--- config.mk ---
export PLATFORM = sky130hd
export DESIGN_NAME = usb_fs_tx_arbiter
export DESIGN_NICKNAME = d
export VERILOG_FILES = /design/src/rtl/usb_fs_pkg.sv /design/src/rtl/usb_fs_rr_arb2.sv /design/src/rtl/usb_fs_tx_arbiter.sv
export SDC_FILE = /design/constraint.sdc
export NUM_CORES = 1
export LEC_CHECK = 0
export BUFFER_PORTS_ARGS = -buffer_cell sky130_fd_sc_hd__buf_2
export CORE_UTILIZATION = 30
export CTS_CLUSTER_DIAMETER = 150
export CTS_CLUSTER_SIZE = 10
export DETAILED_ROUTE_END_ITERATION = 6
export SLEW_MARGIN = 20
export SYNTH_ARGS = -nofsm -noshare
export SYNTH_HDL_FRONTEND = slang
export SYNTH_SLANG_ARGS = --single-unit
--- constraint.sdc ---
create_clock -name clk -period 2.4 [get_ports clk]
set_input_delay 0.24 -clock clk [delete_from_list [all_inputs] [get_ports clk]]
set_output_delay 0.24 -clock clk [all_outputs]
set_load 0.1 [all_outputs]
--- src/rtl/usb_fs_pkg.sv ---
// Shared definitions for the full-speed USB transmit path: PID codes,
// arbiter state encoding and requester identifiers.
package usb_fs_pkg;

  localparam logic [3:0] PID_ACK   = 4'b0010;
  localparam logic [3:0] PID_NAK   = 4'b1010;
  localparam logic [3:0] PID_STALL = 4'b1110;
  localparam logic [3:0] PID_DATA0 = 4'b0011;
  localparam logic [3:0] PID_DATA1 = 4'b1011;

  typedef enum logic [1:0] {
    ARB_IDLE = 2'd0,
    ARB_BUSY = 2'd1,
    ARB_GAP  = 2'd2
  } arb_state_e;

  typedef enum logic {
    REQ_IN  = 1'b0,
    REQ_OUT = 1'b1
  } req_idx_e;

endpackage

--- src/rtl/usb_fs_rr_arb2.sv ---
// Two-requester round-robin picker: combinational choice, remembers the
// last winner so a tie always goes to the other side.
module usb_fs_rr_arb2
  import usb_fs_pkg::*;
(
  input  logic     clk_i,
  input  logic     rst_i,
  input  logic     req_in_i,
  input  logic     req_out_i,
  input  logic     update_i,
  output req_idx_e pick_o,
  output logic     valid_o
);

  req_idx_e rr_last_q;

  always_comb begin
    valid_o = req_in_i | req_out_i;
    if (req_in_i && req_out_i) begin
      pick_o = (rr_last_q == REQ_IN) ? REQ_OUT : REQ_IN;
    end else if (req_in_i) begin
      pick_o = REQ_IN;
    end else begin
      pick_o = REQ_OUT;
    end
  end

  always_ff @(posedge clk_i or posedge rst_i) begin
    if (rst_i) begin
      rr_last_q <= REQ_IN;
    end else if (update_i) begin
      rr_last_q <= pick_o;
    end
  end

endmodule

--- src/rtl/usb_fs_tx_arbiter.sv ---
// Shares one full-speed transmitter between the IN and OUT engines:
// grants, holds ownership until packet end, enforces an idle gap, watchdog.
module usb_fs_tx_arbiter
  import usb_fs_pkg::*;
#(
  parameter int GAP_CYCLES     = 8,
  parameter int TIMEOUT_CYCLES = 4096
) (
  input  logic       clk,
  input  logic       reset,
  input  logic       in_tx_req,
  input  logic [3:0] in_tx_pid,
  output logic       in_tx_gnt,
  output logic       in_tx_done,
  input  logic       out_tx_req,
  input  logic [3:0] out_tx_pid,
  output logic       out_tx_gnt,
  output logic       out_tx_done,
  output logic       tx_pkt_start,
  output logic [3:0] tx_pid,
  input  logic       tx_pkt_end,
  output logic       tx_busy,
  output logic       tx_timeout
);

  localparam int GAP_W = $clog2((GAP_CYCLES > 2) ? GAP_CYCLES : 2) + 1;
  localparam int WD_W  = $clog2((TIMEOUT_CYCLES > 2) ? TIMEOUT_CYCLES : 2) + 1;
  localparam logic [GAP_W-1:0] GAP_LAST = GAP_W'((GAP_CYCLES > 0) ? GAP_CYCLES - 1 : 0);
  localparam logic [WD_W-1:0]  WD_LAST  = WD_W'(TIMEOUT_CYCLES - 1);

  arb_state_e       state_q, state_d;
  req_idx_e         owner_q, owner_d;
  logic [3:0]       pid_q, pid_d;
  logic [WD_W-1:0]  wd_q, wd_d;
  logic [GAP_W-1:0] gap_q, gap_d;
  logic start_q, start_d, in_gnt_q, in_gnt_d, out_gnt_q, out_gnt_d;
  logic in_done_q, in_done_d, out_done_q, out_done_d, timeout_q, timeout_d;

  req_idx_e pick;
  logic     pick_valid;
  logic     grant;
  logic     end_ok;
  logic     wd_expire;

  assign grant = (state_q == ARB_IDLE) && pick_valid;

  usb_fs_rr_arb2 u_rr (
    .clk_i     (clk),
    .rst_i     (reset),
    .req_in_i  (in_tx_req),
    .req_out_i (out_tx_req),
    .update_i  (grant),
    .pick_o    (pick),
    .valid_o   (pick_valid)
  );

  // An end strobe coincident with our own start belongs to nothing we sent.
  assign end_ok    = tx_pkt_end && !start_q;
  assign wd_expire = (wd_q == WD_LAST);

  always_comb begin
    state_d    = state_q;
    owner_d    = owner_q;
    pid_d      = pid_q;
    wd_d       = wd_q;
    gap_d      = gap_q;
    start_d    = 1'b0;
    in_gnt_d   = 1'b0;
    out_gnt_d  = 1'b0;
    in_done_d  = 1'b0;
    out_done_d = 1'b0;
    timeout_d  = 1'b0;
    case (state_q)
      ARB_IDLE: begin
        if (pick_valid) begin
          state_d   = ARB_BUSY;
          owner_d   = pick;
          pid_d     = (pick == REQ_IN) ? in_tx_pid : out_tx_pid;
          start_d   = 1'b1;
          in_gnt_d  = (pick == REQ_IN);
          out_gnt_d = (pick == REQ_OUT);
          wd_d      = '0;
        end
      end
      ARB_BUSY: begin
        if (end_ok || wd_expire) begin
          state_d    = (GAP_CYCLES == 0) ? ARB_IDLE : ARB_GAP;
          in_done_d  = (owner_q == REQ_IN);
          out_done_d = (owner_q == REQ_OUT);
          timeout_d  = !end_ok;
          wd_d       = '0;
          gap_d      = '0;
        end else begin
          // Expiry always leaves BUSY, so the count never passes WD_LAST.
          wd_d = wd_q + 1'b1;
        end
      end
      ARB_GAP: begin
        if (gap_q == GAP_LAST) begin
          state_d = ARB_IDLE;
          gap_d   = '0;
        end else begin
          gap_d = gap_q + 1'b1;
        end
      end
      default: state_d = ARB_IDLE;
    endcase
  end

  always_ff @(posedge clk or posedge reset) begin
    if (reset) begin
      state_q    <= ARB_IDLE;
      owner_q    <= REQ_IN;
      pid_q      <= 4'h0;
      wd_q       <= '0;
      gap_q      <= '0;
      start_q    <= 1'b0;
      in_gnt_q   <= 1'b0;
      out_gnt_q  <= 1'b0;
      in_done_q  <= 1'b0;
      out_done_q <= 1'b0;
      timeout_q  <= 1'b0;
    end else begin
      state_q    <= state_d;
      owner_q    <= owner_d;
      pid_q      <= pid_d;
      wd_q       <= wd_d;
      gap_q      <= gap_d;
      start_q    <= start_d;
      in_gnt_q   <= in_gnt_d;
      out_gnt_q  <= out_gnt_d;
      in_done_q  <= in_done_d;
      out_done_q <= out_done_d;
      timeout_q  <= timeout_d;
    end
  end

  assign tx_pkt_start = start_q;
  assign in_tx_gnt    = in_gnt_q;
  assign out_tx_gnt   = out_gnt_q;
  assign in_tx_done   = in_done_q;
  assign out_tx_done  = out_done_q;
  assign tx_timeout   = timeout_q;
  assign tx_pid       = pid_q;
  assign tx_busy      = (state_q != ARB_IDLE);

endmodule

-- After elaboration in Yosys (flattened, before gate mapping)
Index checks and enable logic that the tools add are counted.
- add/subtract/negate cells: 2
- equal/unequal tests: 7
- multiplexer cells: 26
- bitwise gates (word level): 3
- reduce and logical (&&, ||, !) cells: 14
- operators with widths (kind ; number):
    two-way mux 13 bit ; 2
    one-hot mux 13 bit (2 select lines) ; 1
    two-way mux 1 bit ; 15
    adder 13 x 1 -> 13 bit (second input constant) ; 1
    equality test 13 x 12 -> 1 bit (second input constant) ; 1
    two-way mux 4 bit ; 3
    one-hot mux 4 bit (2 select lines) ; 1
    two-way mux 2 bit ; 3
    inequality test 2 bit (second input constant) ; 3
    one-hot mux 2 bit (3 select lines) ; 1
    AND reduction 2 bit ; 3
    nonzero test 2 bit ; 3
    adder 4 x 1 -> 4 bit (second input constant) ; 1
    equality test 4 x 3 -> 1 bit (second input constant) ; 1
    logical AND 1 bit ; 3
    AND reduction 3 bit ; 1
    equality test 2 x 1 -> 1 bit (second input constant) ; 1
    equality test 2 bit (second input constant) ; 1
    logical NOT 1 bit ; 2
    logical NOT 2 bit ; 1
    inverter 1 bit ; 2
    logical OR 1 bit ; 1
    bitwise OR 1 bit ; 1
- register bits: 31
- bits of input ports: 13
- output and inout port bits: 11

-- Logic depth before layout (Yosys ltp)
Gate-level depths: netlist of run 1.
- depth in word-level cells: 5
- mapped depth: 6
- mapped depth without buffers: 5

-- Hierarchy
Synthesis of run 1 repeated with hierarchy kept, for this count alone.
- cell total of the unflattened synthesis: 149
- area, all modules: 1542.7 µm²
- modules (own cells, without submodules) (module ; times used ; cells each ; area each (µm²) ; seq. area each (µm²)):
    usb_fs_tx_arbiter ; 1 ; 142 ; 1480.2 ; 750.7
    usb_fs_rr_arb2 ; 1 ; 7 ; 62.6 ; 25.0

-- Worst setup path after synthesis of run 1
Ideal clock, no wire load.
- kind: register -> register
- start: register start_q (netlist: tx_pkt_start)
- end: register timeout_q (netlist: tx_timeout)
- data arrival time: 1.835 ns
- data required time: 2.314 ns
- slack: 0.479 ns
- stages on the path, launching flop included: 7
- path buffers: 2
- clock period less this slack: 1.921 ns
- path through: dfrtp_1 > nand2b_1 > nor2b_1 > buf_2 > buf_2 > nand4_1 > nor3_1
- word-level cells in the longest chain between the ends: 5
- ends and longest elaborated chain (what ; RTL line ; source):
    from (decl) ; usb_fs_tx_arbiter.sv:36 ; logic start_q, start_d, in_gnt_q, in_gnt_d, out_gnt_q, out_gnt_d;
    from (signal assigned) ; usb_fs_tx_arbiter.sv:129 ; start_q <= start_d;
    logical NOT 1 bit (*) ; usb_fs_tx_arbiter.sv:58 ; assign end_ok = tx_pkt_end && !start_q;
    logical AND 1 bit (*) ; usb_fs_tx_arbiter.sv:58 ;
    logical NOT 1 bit or logical OR 1 bit (tied branches) ; usb_fs_tx_arbiter.sv:90, usb_fs_tx_arbiter.sv:86 ;
    two-way mux 1 bit (*) ; usb_fs_tx_arbiter.sv:86 ; if (end_ok || wd_expire) begin
    two-way mux 1 bit (*) ; usb_fs_tx_arbiter.sv:73 ; case (state_q)
    net timeout_d ; usb_fs_tx_arbiter.sv:37 ; logic in_done_q, in_done_d, out_done_q, out_done_d, timeout_q, timeout_d;
    to (signal assigned) ; usb_fs_tx_arbiter.sv:134 ; timeout_q <= timeout_d;
    to (decl) ; usb_fs_tx_arbiter.sv:37 ;
Mark *: on every way through the listed nets, which the timed path passes. The rest lies on a longest branch.
A chain may end at the register's enable or synchronous reset.

-- Worst setup path in the final report of run 1
- start: register wd_q[0]
- end: register wd_q[7]
- word-level cells in the longest chain between the ends: 4
- ends and longest elaborated chain (what ; RTL line ; source):
    from (decl) ; usb_fs_tx_arbiter.sv:34 ; logic [WD_W-1:0] wd_q, wd_d;
    from (signal assigned) ; usb_fs_tx_arbiter.sv:127 ; wd_q <= wd_d;
    branches (longest 2 deep; another with adder 13 x 1 -> 13 bit) ; -- ;
    two-way mux 13 bit (*) ; usb_fs_tx_arbiter.sv:86 ;
    one-hot mux 13 bit (2 select lines) (*) ; usb_fs_tx_arbiter.sv:73 ;
Mark *: on every way between the ends.

==> impl_metrics.tcl, run 1 <==
set metrics [dict create \
    first_pass_iters 4 \
    hold_class "in -> async" \
    path_cells "ha_1, and4_1, nand4_4, nand2_1, o21ai_0" \
    placed_area_um2 1650 \
    ys_warn_count 0 \
    synth_most_common_cell "dfrtp_1" \
    io_pins 24 \
    area_delta_synth_final_pct 17.5 \
    grtUsageTotal_pct 12.6 \
    critPathKind "reg -> reg" \
    wl_per_cell_um 11.5 \
    hold_buffers 0 \
    ys_seq_elements 30 \
    p_per_area_nw_per_um2 1230 \
    port_buffers 23 \
    crit_family "simple AND/OR/NAND/NOR gates" \
    finalNetCount 188 \
    final.setup_skew_ps 3.99 \
    final_layout_size_suffix_gt1_share_pct 23.0 \
    die_w_um 72.4 \
    die-area_um2 5240 \
    hold_viol_final 0 \
    rsz0062_at_grt "false" \
    synth-main-ff-cell "dfrtp_1" \
    drv_cap 0 \
    tightestPinTransition_ps 575 \
    syn_nets 163 \
    relSlewSlack_pct 61.4 \
    setup.worst_path.end_class "flop" \
    max-clock-path-buffers 2 \
    setup_viol 0 \
    numCtsBuffers 5 \
    cp.required_ps 2560 \
    min_period_ps 1760 \
    synth_area_per_cell_um2 10.1 \
    syn_inst 148 \
    status "finished clean" \
    max_freq_mhz 568 \
    cts_root_buffer "clkbuf_8" \
    synth_top_cell_by_area "dfrtp_1" \
    synth.top_cell.area_share_pct 50.5 \
    drt_first_iter_violations 34 \
    multi_input_area_um2 666 \
    nFillCells 521 \
    grt_pass1_vias 1077 \
    antenna_left 0 \
    yosysUniqueCellTypes 39 \
    globalplace.congestion 0.766 \
    synthArstFlopShare_pct 100 \
    drc_errors 0 \
    cts_tree "built" \
    grt_overflow 0 \
    regArea_um2 751 \
    rows 25 \
    cts_setup_buffers 0 \
    cts.sinks 30 \
    synth_common_cells "30 x dfrtp_1, 15 x nand2_1, 11 x nor2_1, 8 x o21ai_0, 7 x a31oi_1" \
    diodes 0 \
    setup_tns_ps 0 \
    totalPowerFinal_mw 2.15 \
    ys_top_cells_by_area "dfrtp_1 50%, mux2i_1 4.0%, nand2_1 3.8%" \
    cts_resized 0 \
    vdd_ir_drop_max_mv 0.837 \
    p_leak_nw 0.812 \
    timing.final.crit_share_pct 73.3 \
    vias_per_cell 4.67 \
    worst-endpoint-arrival_ps 1920 \
    grt_antenna_before_repair 0 \
    path_buf_inv 0 \
    slew_viol_final 0 \
    core_um2 4750 \
    crit_fanout 10 \
    grt_pass1_wl_mm 4.97 \
    critPathMaxStageDelay_ps 400 \
    dpl.hpwl_mm 1.98 \
    whs_ps 13.3 \
    fp.dieH_um 72.4 \
    syn_area_um2 1490 \
    slowest_stage "dfrtp_1" \
    clock_latency_ps 280 \
    stdcell_area_um2 1750 \
    seq_area_frac_synth_pct 50.5 \
    vias 1126 \
    synth_edf_count 0 \
    grt_start_max_net_pins 31 \
    critPathLaunchType "flop" \
    totalWireLength_mm 2.78 \
    cts.clk_slew.worst_paths_ps 70 \
    final_core_util_pct 36.8 \
    initial_core_util_pct 31.3 \
    cts-htree-levels 2 \
]
[cell type report]
class,count,share of cell area [%]
multi-input cells,105,38.1
inverters,6,1.29
well taps,67,4.80
repair buffers,25,7.44
clock buffers,6,4.72
flip-flops and latches,30,42.9
clock inverters,2,0.716
[path summary, 6_finish.rpt]
check / start / endpoint / slack, ps / cells after the start
max: wd_q[0]$_DFFE_PP0P_ / wd_q[7]$_DFFE_PP0P_ / 640 / 5
min: reset / gap_q[2]$_DFFE_PP0P_ / 10 / 3
min in group clk: in_tx_pid[0] / tx_pid[0]$_DFFE_PP0P_ / 260 / 3
min reg2reg: wd_q[12]$_DFFE_PP0P_ / tx_timeout$_DFF_PP0_ / 460 / 1
max in group asynchronous: reset / wd_q[8]$_DFFE_PP0P_ / 2110 / 3
max reg2reg: wd_q[0]$_DFFE_PP0P_ / wd_q[7]$_DFFE_PP0P_ / 640 / 5
[kinds of logic after synthesis]
logic type,count (synthesis),share of synthesized area [%]
adder cells (fa/ha/maj),2,1.68
AND/OR/NAND/NOR,65,24.9
buffers and inverters,13,4.79
flip-flops,30,50.5
multiplexers,7,4.79
AO/OA/AOI/OAI,29,12.2
XOR/XNOR,2,1.18
[report_power, final]
part | switching (mW) | internal [mW] | total (mW)
clock network | 0.194 | 0.230 | 0.424
registers | 0.0927 | 0.628 | 0.721
logic | 0.779 | 0.229 | 1.01
total | 1.07 | 1.09 | 2.15
[per-layer routing]
metal | track usage, % | wire, µm
met4 | 6.54 | 38
met2 | 19.3 | 1280
met3 | 4.58 | 98
met5 | 0 | 0
met1 | 15.6 | 1360
[worst reg2reg max path: cells and delay by family, from the launching register on]
family          cells  cell delay (ps)
simple gates        3              900
flops               1              400
fa+ha+maj           1              210
compound gates      1              130
[sequential cells by signal (all words and copies together) (netlist names)]
| register | flops |
|---|---|
| in_tx_done | 1 |
| out_tx_done | 1 |
| in_tx_gnt | 1 |
| tx_timeout | 1 |
| owner_q | 1 |
| tx_pkt_start | 1 |
| gap_q | 4 |
| state_q | 2 |
| tx_pid | 4 |
| wd_q | 13 |
| out_tx_gnt | 1 |
[cell usage in the layout (no fill, tap or decap), types with 2 or more instances in the layout]
cell      instances
nand2b_1          5
and2b_1           2
o21ai_0           8
nand4_1           6
clkbuf_8          6
mux2i_1           6
xor2_1            2
a31oi_1           7
and2_1            3
nand3_1           5
a21oi_1           6
nor2_1           11
inv_1             6
o22ai_1           2
nor3_1            4
dfrtp_1          30
buf_2            23
and4_1            3
ha_1              2
or2_2             2
nand2_1          15
buf_4             2
[metrics by stage]
stage	worst slack, ps	cells
2_1_floorplan	479	148
3_3_place_gp	685	233
3_5_place_dp	652	233
4_1_cts	640	241
5_1_grt	497	241
6_report	641	241
No activity file was read; power rests on OpenSTA's default activity.
==> inputs of run 2 (changes only) <==
clock period = 1.85 ns   (was 2.4 ns; I/O delays follow)
==> run 2 against run 1 <==
Combinational power increased by 31%. Utilization up 0.84 points. First-iteration DRC count down 2.9%. Non-clock buffer count is 3 higher.
==> impl_metrics.tcl, run 2 (synthesis results as in run 1) <==
set metrics [dict create \
    largest_register_ffs 13 \
    wl_per_cell_um 11.7 \
    whs_ps 206 \
    regMostFlops "wd_q" \
    vias 1158 \
    min_period_ps 1620 \
    diodes 0 \
    clock_latency_ps 290 \
    nFillCells 499 \
    rsz0062_at_grt "false" \
    tightestPinTransition_ps 491 \
    drc_errors 0 \
    totalWireLength_mm 2.86 \
    p_per_area_nw_per_um2 1620 \
    final_layout_size_suffix_gt1_share_pct 24.3 \
    grt_pass1_wl_mm 5.09 \
    dpl.hpwl_mm 2.00 \
    area_delta_synth_final_pct 20.2 \
    drt_first_iter_violations 33 \
    io_pins 24 \
    initial_core_util_pct 31.3 \
    setup_viol 0 \
    grtUsageTotal_pct 13.0 \
    cp.required_ps 2010 \
    cts_root_buffer "clkbuf_8" \
    antenna_left 0 \
    grt_overflow 0 \
    globalplace.congestion 0.714 \
    place_inst 235 \
    rows 25 \
    finalNetCount 191 \
    worst-endpoint-arrival_ps 1790 \
    vias_per_cell 4.75 \
    final.setup_skew_ps 5.34 \
    timing.final.crit_share_pct 87.8 \
    hold_viol_final 0 \
    cts.sinks 30 \
    grt_start_max_net_pins 31 \
    critPathLaunchType "flop" \
    setup.worst_path.end_class "flop" \
    p_leak_nw 0.836 \
    cts.clk_slew.worst_paths_ps 70 \
    fp.dieH_um 72.4 \
    hold_class "in -> reg" \
    die_w_um 72.4 \
    cts-htree-levels 2 \
    layout_commonest_cell "dfrtp_1" \
    crit_fanout 10 \
    vdd_ir_drop_max_mv 1.36 \
    first_pass_iters 4 \
    finalNonFillerCells 244 \
    numCtsBuffers 5 \
    status "finished clean" \
    final_core_util_pct 37.6 \
    max_freq_mhz 616 \
    cts_tree "built" \
    die-area_um2 5240 \
    grt_pass1_vias 1100 \
    port_buffers 23 \
    critPathKind "reg -> reg" \
    final_cell_mix "29 x dfrtp_1, 23 x buf_2, 15 x nand2_1" \
    grt_antenna_before_repair 0 \
    relSlewSlack_pct 67.5 \
    max-clock-path-buffers 2 \
    core_um2 4750 \
    slew_viol_final 0 \
    setup_tns_ps 0 \
    drv_cap 0 \
]
run 2: worst max-delay path, cell delays in order (launching register included):
cell	delay, ps
dfrtp_1	390
ha_1	210
and4_1	280
nand4_4	210
nand2_1	270
o211ai_1	130
run 2: routing by layer:
metal | GRT usage, % | share of wire, % | vias to the layer above
met1 | 16.7 | 47 | 547
met3 | 4.58 | 3.5 | 5
li1 | - | - | 584
met5 | 0 | 0 | -
met4 | 5.88 | 1.5 | 0
met2 | 19.6 | 47 | 22
run 2: report_power, final:
group	internal, mW	switching [mW]
clock	0.396	0.252
combinational	0.303	1.02
sequential	0.817	0.120
total	1.52	1.39
run 2: repair_timing:
action                    4_1_cts  5_1_grt
setup buffers                   0        0
gates resized for setup         0        0
hold endpoints to repair       30        0
hold buffers                    1        0
run 2: metrics by stage:
| step | area [µm²] | worst slack, ps | power [mW] |
|---|---|---|---|
| 6_report | 1790 | 227 | 2.90 |
| 5_1_grt | 1790 | 62.0 | 3.08 |
| 4_1_cts | 1790 | 230 | 2.93 |
| 3_5_place_dp | 1670 | 239 | 2.27 |
| 3_3_place_gp | 1670 | 277 | 2.26 |
| 2_1_floorplan | 1490 | 146 | 2.05 |
run 2: worst paths after layout:
kind / slack [ps] / from / to / cells past startpoint
max: 230 / wd_q[0]$_DFFE_PP0P_ / wd_q[11]$_DFFE_PP0P_ / 5
min in group asynchronous: 510 / reset / wd_q[9]$_DFFE_PP0P_ / 4
min reg2reg: 470 / wd_q[12]$_DFFE_PP0P_ / tx_timeout$_DFF_PP0_ / 1
min: 210 / in_tx_pid[2] / tx_pid[2]$_DFFE_PP0P_ / 3
max reg2reg: 230 / wd_q[0]$_DFFE_PP0P_ / wd_q[11]$_DFFE_PP0P_ / 5
max in group asynchronous: 1050 / reset / tx_pkt_start$_DFF_PP0_ / 4
run 2: layout make-up:
type / instances / area, µm² / share of cell area [%]
clock buffers: 5 / 68.8 / 3.85
clock inverters: 3 / 40.0 / 2.24
inverters: 6 / 22.5 / 1.26
multi-input cells: 105 / 666 / 37.2
flip-flops and latches: 30 / 752 / 42.1
well taps: 67 / 83.8 / 4.69
repair buffers: 28 / 155 / 8.68
